[src/rtl/decode_stage.sv]
// -----------------------------------------------------------------------------
// decode_stage
//
// Decode stage of a five-stage RV32I-subset pipeline. Holds the IF/ID pipeline
// register, the 32x32 register file (with write-through bypass from
// writeback), the main/ALU decoder, the immediate generator and the load-use
// hazard detector.
//
// Ports
//   clk, reset          pipeline clock (rising edge), async active-high reset
//   InstrF, PCF,
//   PCPlus4F            fetched instruction and its PC values
//   FlushD              taken branch/jump resolved in EX; kill the decode slot
//   RegWriteW, RdW,
//   ResultW             writeback port into the register file
//   MemReadE, RdE       load currently in EX, for load-use detection
//   PCD, PCPlus4D       PC values of the instruction in decode
//   RD1D, RD2D          register operands (bypassed from writeback)
//   ImmExtD             sign-extended immediate
//   RdD, Rs1D, Rs2D     register indices
//   AluControlD ...     control bundle for the execute stage
//   StallF              freeze the PC register
//   FlushE              load a bubble into the ID/EX register
// -----------------------------------------------------------------------------
module decode_stage (
  input  logic        clk,
  input  logic        reset,
  input  logic [31:0] InstrF,
  input  logic [31:0] PCF,
  input  logic [31:0] PCPlus4F,
  input  logic        FlushD,
  input  logic        RegWriteW,
  input  logic [4:0]  RdW,
  input  logic [31:0] ResultW,
  input  logic        MemReadE,
  input  logic [4:0]  RdE,
  output logic [31:0] PCD,
  output logic [31:0] PCPlus4D,
  output logic [31:0] RD1D,
  output logic [31:0] RD2D,
  output logic [31:0] ImmExtD,
  output logic [4:0]  RdD,
  output logic [4:0]  Rs1D,
  output logic [4:0]  Rs2D,
  output logic [2:0]  AluControlD,
  output logic [1:0]  ResultSrcD,
  output logic        RegWriteD,
  output logic        MemWriteD,
  output logic        MemReadD,
  output logic        JumpD,
  output logic        BranchD,
  output logic        ALUSrcD,
  output logic        StallF,
  output logic        FlushE
);

  // addi x0, x0, 0
  localparam logic [31:0] NOP_INSTR = 32'h0000_0013;

  typedef enum logic [6:0] {
    OP_LOAD   = 7'b0000011,
    OP_STORE  = 7'b0100011,
    OP_RTYPE  = 7'b0110011,
    OP_ITYPE  = 7'b0010011,
    OP_BRANCH = 7'b1100011,
    OP_JAL    = 7'b1101111
  } opcode_e;

  typedef enum logic [2:0] {
    ALU_ADD = 3'b000,
    ALU_SUB = 3'b001,
    ALU_AND = 3'b010,
    ALU_OR  = 3'b011,
    ALU_SLT = 3'b101
  } alu_op_e;

  logic [31:0] instrD_q, instrD_d;
  logic [31:0] pcD_q, pcD_d;
  logic [31:0] pcPlus4D_q, pcPlus4D_d;
  logic [31:0] regs_q [0:31];

  logic        lwStall;
  opcode_e     opcode;
  logic [2:0]  funct3;
  logic        funct7b5;

  // R-type and I-type arithmetic share the funct3 mapping; only R-type may
  // turn add into sub via funct7[5], because on I-type that bit is immediate.
  function automatic alu_op_e funct3Alu(input logic [2:0] f3, input logic subSel);
    alu_op_e op;
    case (f3)
      3'b000:  op = subSel ? ALU_SUB : ALU_ADD;
      3'b010:  op = ALU_SLT;
      3'b110:  op = ALU_OR;
      3'b111:  op = ALU_AND;
      default: op = ALU_ADD;
    endcase
    return op;
  endfunction

  assign opcode   = opcode_e'(instrD_q[6:0]);
  assign funct3   = instrD_q[14:12];
  assign funct7b5 = instrD_q[30];

  assign Rs1D = instrD_q[19:15];
  assign Rs2D = instrD_q[24:20];
  assign RdD  = instrD_q[11:7];

  assign PCD      = pcD_q;
  assign PCPlus4D = pcPlus4D_q;

  // Load-use: the load in EX has no result until after MEM, so the consumer
  // in decode must wait one cycle. x0 never creates a dependency.
  assign lwStall = MemReadE && (RdE != 5'd0) && ((RdE == Rs1D) || (RdE == Rs2D));
  assign StallF  = lwStall;
  assign FlushE  = lwStall | FlushD;

  // IF/ID next state: a flush wins over a stall, since the instruction being
  // held belongs to a mispredicted path and must be killed anyway.
  always_comb begin
    instrD_d   = instrD_q;
    pcD_d      = pcD_q;
    pcPlus4D_d = pcPlus4D_q;
    if (FlushD) begin
      instrD_d   = NOP_INSTR;
      pcD_d      = '0;
      pcPlus4D_d = '0;
    end else if (!lwStall) begin
      instrD_d   = InstrF;
      pcD_d      = PCF;
      pcPlus4D_d = PCPlus4F;
    end
  end

  // IF/ID register. Reset loads the NOP so the outputs show a harmless
  // addi x0,x0,0 decode immediately.
  always_ff @(posedge clk or posedge reset) begin
    if (reset) begin
      instrD_q   <= NOP_INSTR;
      pcD_q      <= '0;
      pcPlus4D_q <= '0;
    end else begin
      instrD_q   <= instrD_d;
      pcD_q      <= pcD_d;
      pcPlus4D_q <= pcPlus4D_d;
    end
  end

  // Register file storage. Entry 0 is never written and never read.
  always_ff @(posedge clk or posedge reset) begin
    if (reset) begin
      for (int i = 0; i < 32; i++) begin
        regs_q[i] <= '0;
      end
    end else if (RegWriteW && (RdW != 5'd0)) begin
      regs_q[RdW] <= ResultW;
    end
  end

  // Read port 1: x0 is hard zero; a same-cycle writeback to the index is
  // forwarded so decode never sees the stale value.
  always_comb begin
    RD1D = '0;
    if (Rs1D != 5'd0) begin
      if (RegWriteW && (RdW == Rs1D)) begin
        RD1D = ResultW;
      end else begin
        RD1D = regs_q[Rs1D];
      end
    end
  end

  // Read port 2, same rules as port 1.
  always_comb begin
    RD2D = '0;
    if (Rs2D != 5'd0) begin
      if (RegWriteW && (RdW == Rs2D)) begin
        RD2D = ResultW;
      end else begin
        RD2D = regs_q[Rs2D];
      end
    end
  end

  // Main decoder plus ALU control. Unknown opcodes decode to an all-zero
  // bundle so they behave as a bubble downstream.
  always_comb begin
    RegWriteD   = 1'b0;
    ALUSrcD     = 1'b0;
    MemWriteD   = 1'b0;
    MemReadD    = 1'b0;
    ResultSrcD  = 2'b00;
    BranchD     = 1'b0;
    JumpD       = 1'b0;
    AluControlD = ALU_ADD;
    case (opcode)
      OP_LOAD: begin
        RegWriteD  = 1'b1;
        ALUSrcD    = 1'b1;
        MemReadD   = 1'b1;
        ResultSrcD = 2'b01;
      end
      OP_STORE: begin
        ALUSrcD   = 1'b1;
        MemWriteD = 1'b1;
      end
      OP_RTYPE: begin
        RegWriteD   = 1'b1;
        AluControlD = funct3Alu(funct3, funct7b5);
      end
      OP_ITYPE: begin
        RegWriteD   = 1'b1;
        ALUSrcD     = 1'b1;
        AluControlD = funct3Alu(funct3, 1'b0);
      end
      OP_BRANCH: begin
        BranchD     = 1'b1;
        AluControlD = ALU_SUB;
      end
      OP_JAL: begin
        RegWriteD  = 1'b1;
        ResultSrcD = 2'b10;
        JumpD      = 1'b1;
      end
      default: begin
      end
    endcase
  end

  // Immediate generator. Formats without an immediate yield zero.
  always_comb begin
    ImmExtD = '0;
    case (opcode)
      OP_LOAD, OP_ITYPE:
        ImmExtD = {{20{instrD_q[31]}}, instrD_q[31:20]};
      OP_STORE:
        ImmExtD = {{20{instrD_q[31]}}, instrD_q[31:25], instrD_q[11:7]};
      OP_BRANCH:
        ImmExtD = {{20{instrD_q[31]}}, instrD_q[7], instrD_q[30:25],
                   instrD_q[11:8], 1'b0};
      OP_JAL:
        ImmExtD = {{12{instrD_q[31]}}, instrD_q[19:12], instrD_q[20],
                   instrD_q[30:21], 1'b0};
      default:
        ImmExtD = '0;
    endcase
  end

endmodule
[config.mk]
export PLATFORM = sky130hd
export DESIGN_NAME = decode_stage
export DESIGN_NICKNAME = d
export VERILOG_FILES = /design/src/rtl/decode_stage.sv
export SDC_FILE = /design/constraint.sdc
export NUM_CORES = 2
export LEC_CHECK = 0
export CAP_MARGIN = 20
export CORE_MARGIN = 2
export CORE_UTILIZATION = 40
export DETAILED_ROUTE_END_ITERATION = 8
export PLACE_DENSITY_LB_ADDON = 0.3
export SYNTH_ARGS = -nofsm -noshare
export SYNTH_HDL_FRONTEND = slang
export SYNTH_SLANG_ARGS = --single-unit
[constraint.sdc]
create_clock -name clk -period 87.5 [get_ports clk]
set_input_delay 13.125 -clock clk [delete_from_list [all_inputs] [get_ports clk]]
set_output_delay 13.125 -clock clk [all_outputs]
set_load 0.005 [all_outputs]
==> impl_metrics.toml <==
[run_status]
outcome = "completed"

[setup_path]
cp-start-kind = "input port"
crit_type = "input port to output pin"
end_kind = "output pin"
required_ps = 74380
path_max_fanout = 31
arrival_ps = 16640

[route]
wl_per_cell_um = 33.1
viasPerCell = 6.47
finalWirelength_um = 212000
postRouteAntennaNets = 0
vias = 41500
first_iter_violations = 4013
dr.pass1.iters = 5
drc_errors = 0

[timing]
tns_ps = 0
slew_viol_final = 0
fin_skew_ps = 28.1
fmax_mhz = 33.6
setup_viol = 0
grt_setup_unrepaired = "false"
hold_viol = 0
worst_slew_pin_slew_ps = 1240
period_share_pct = 34.0
period_minus_slack_ps = 29760
slew_headroom_pct = 17.3

[floorplanning]
initial_utilization_pct = 40.3
fp.dieH_um = 390
die_width_um = 390
fp-row-count = 141
io_pins = 331
die_area_mm2 = 0.152
core-area_mm2 = 0.148

[grt]
gr-total-overflow = 0
first_global_vias = 41700
grt_pass1_wl_um = 305000
antenna_found_initial = 6
grt_max_degree = 168
track_usage_pct = 27.6

[clocking]
cts_tree = "built"
post-cts-setup-buffers = 0
cts_max_path_buffers = 3
root_buffer = "clkbuf_16"
ctsHoldBuffers = 0
cts_sinks = 1120
insertion_delay_ps = 750
cts_buffers = 119
cts_resized = 0
cts.htree.levels = 3
path_clk_slew_ps = 60

[finish]
final_area_mm2 = 0.0687
multiInputGateArea_mm2 = 0.0294
fill_cells = 13100
seqCellArea_mm2 = 0.0281
final_nets = 4534
drive_above_1_share_pct = 41.4
final_cell_mix = "dfrtp_1, mux2_2, mux4_2"
final_core_util_pct = 46.5
synthToLayoutAreaGrowth_pct = 15.2
final_common_cell = "dfrtp_1"

[synth]
postSynthAreaPerCell_um2 = 13.8
syn-num-nets = 4455
synth_edf_count = 0
synth_ff_type = "dfrtp_1"
yosys_warnings = 0
async_flop_share_pct = 100
synth_area_mm2 = 0.0596
ys_ff_latch = 1120
ys_seq_area_share_pct = 47.0
syn-instance-count = 4312
yosysUniqueCellTypes = 61

[placement]
hpwl_um = 126000
port_buffers = 330
placed_cell_area_mm2 = 0.0643
place_congestion = 0.870

[power_and_ir_drop]
power_mw = 1.53
power_density_mw_per_mm2 = 22.3
power.leakage_nw = 28.3
irDropWorstVdd_v = 0.0000169

[hold_path]
hold_class = "register to register"

[job]
maxCapViolations = 0
-- critical path, cell delays in order --
cell	delay (ps)
clkdlybuf4s50_1	690
xnor2_1	170
nand4_1	230
or2_2	760
a21oi_2	470
buf_4	350
a221o_1	220
clkdlybuf4s50_1	560
-- synthesized netlist by cell type (all sizes together) (15+ instances only) --
cell	count	area, um2
buf	222	1360
nor3	47	235
mux4	423	9530
mux2	1029	11600
o211ai	15	113
nor2	73	274
nand3	110	551
a221o	36	360
a221oi	36	315
a211oi	18	135
nand2b	18	113
clkbuf	291	1090
dfrtp	1117	28000
nor2b	19	119
o21ai	133	666
a22oi	77	578
mux2i	168	1680
a21oi	147	736
o22ai	78	488
nand2	55	206
nor4	19	119
xnor2	20	175
-- routing by layer --
| layer | global-route usage [%] | wire, um | vias up |
|---|---|---|---|
| met3 | 5.54 | 17600 | 441 |
| met4 | 14.0 | 11200 | 2 |
| met1 | 35.9 | 83600 | 22300 |
| met5 | 0 | 7 | - |
| met2 | 43.8 | 99900 | 2054 |
| li1 | - | - | 16700 |
-- stage by stage --
step                      hold WS (ps)  instances  setup WS (ps)
after floorplan                    441       4312          42840
after global placement             378       6185          57810
after detailed placement           383       6190          57750
after CTS                          397       6409          57760
after global routing               407       6420          57640
final                              393       6422          57740
-- kinds of logic (layout without fill, tap and decap cells) --
kind of cell / after synthesis / count (layout) / share of synthesized area, %
flip-flops: 1120 / 1120 / 47.0
buffers and inverters: 524 / 701 / 4.17
XOR/XNOR: 20 / 20 / 0.294
multiplexers: 1620 / 1620 / 38.2
other: 0 / 3 / 0
AND/OR/NAND/NOR: 403 / 403 / 3.42
AO/OA/AOI/OAI: 625 / 625 / 6.90
-- where the power goes --
group	switching, mW	leakage [nW]	total (mW)	internal, mW
registers	0.0723	14.3	0.683	0.611
logic	0.136	12.0	0.318	0.183
clock network	0.219	2.00	0.532	0.312
total	0.427	28.3	1.53	1.11
-- registers in the layout, indices dropped and copies added (netlist names) --
| name | count |
|---|---|
| instrD_q | 32 |
| PCD | 32 |
| PCPlus4D | 32 |
| regs_q | 1024 |
-- cell type report --
class,count,share of cell area (%)
multi-input combinational,2668,42.8
sequential,1120,40.8
timing repair buffer,471,6.80
clock buffer,175,5.11
tap,1930,3.51
clock inverter,44,0.843
inverter,11,0.0710
antenna,3,0.0109
-- path summary, 6_finish.rpt --
path | cells after the start | to | slack [ps] | startpoint
max | 8 | RD1D[10] | 57740 | RdW[3]
min | 0 | regs_q[1018] | 390 | regs_q[1018]
max reg2reg | 7 | PCD[7] | 84230 | instrD_q[18]
min reg2reg | 0 | regs_q[1018] | 390 | regs_q[1018]
max in group asynchronous | 5 | regs_q[455] | 71400 | reset
min in group asynchronous | 2 | PCPlus4D[17] | 12960 | reset
(Power assumes the default switching activity.)
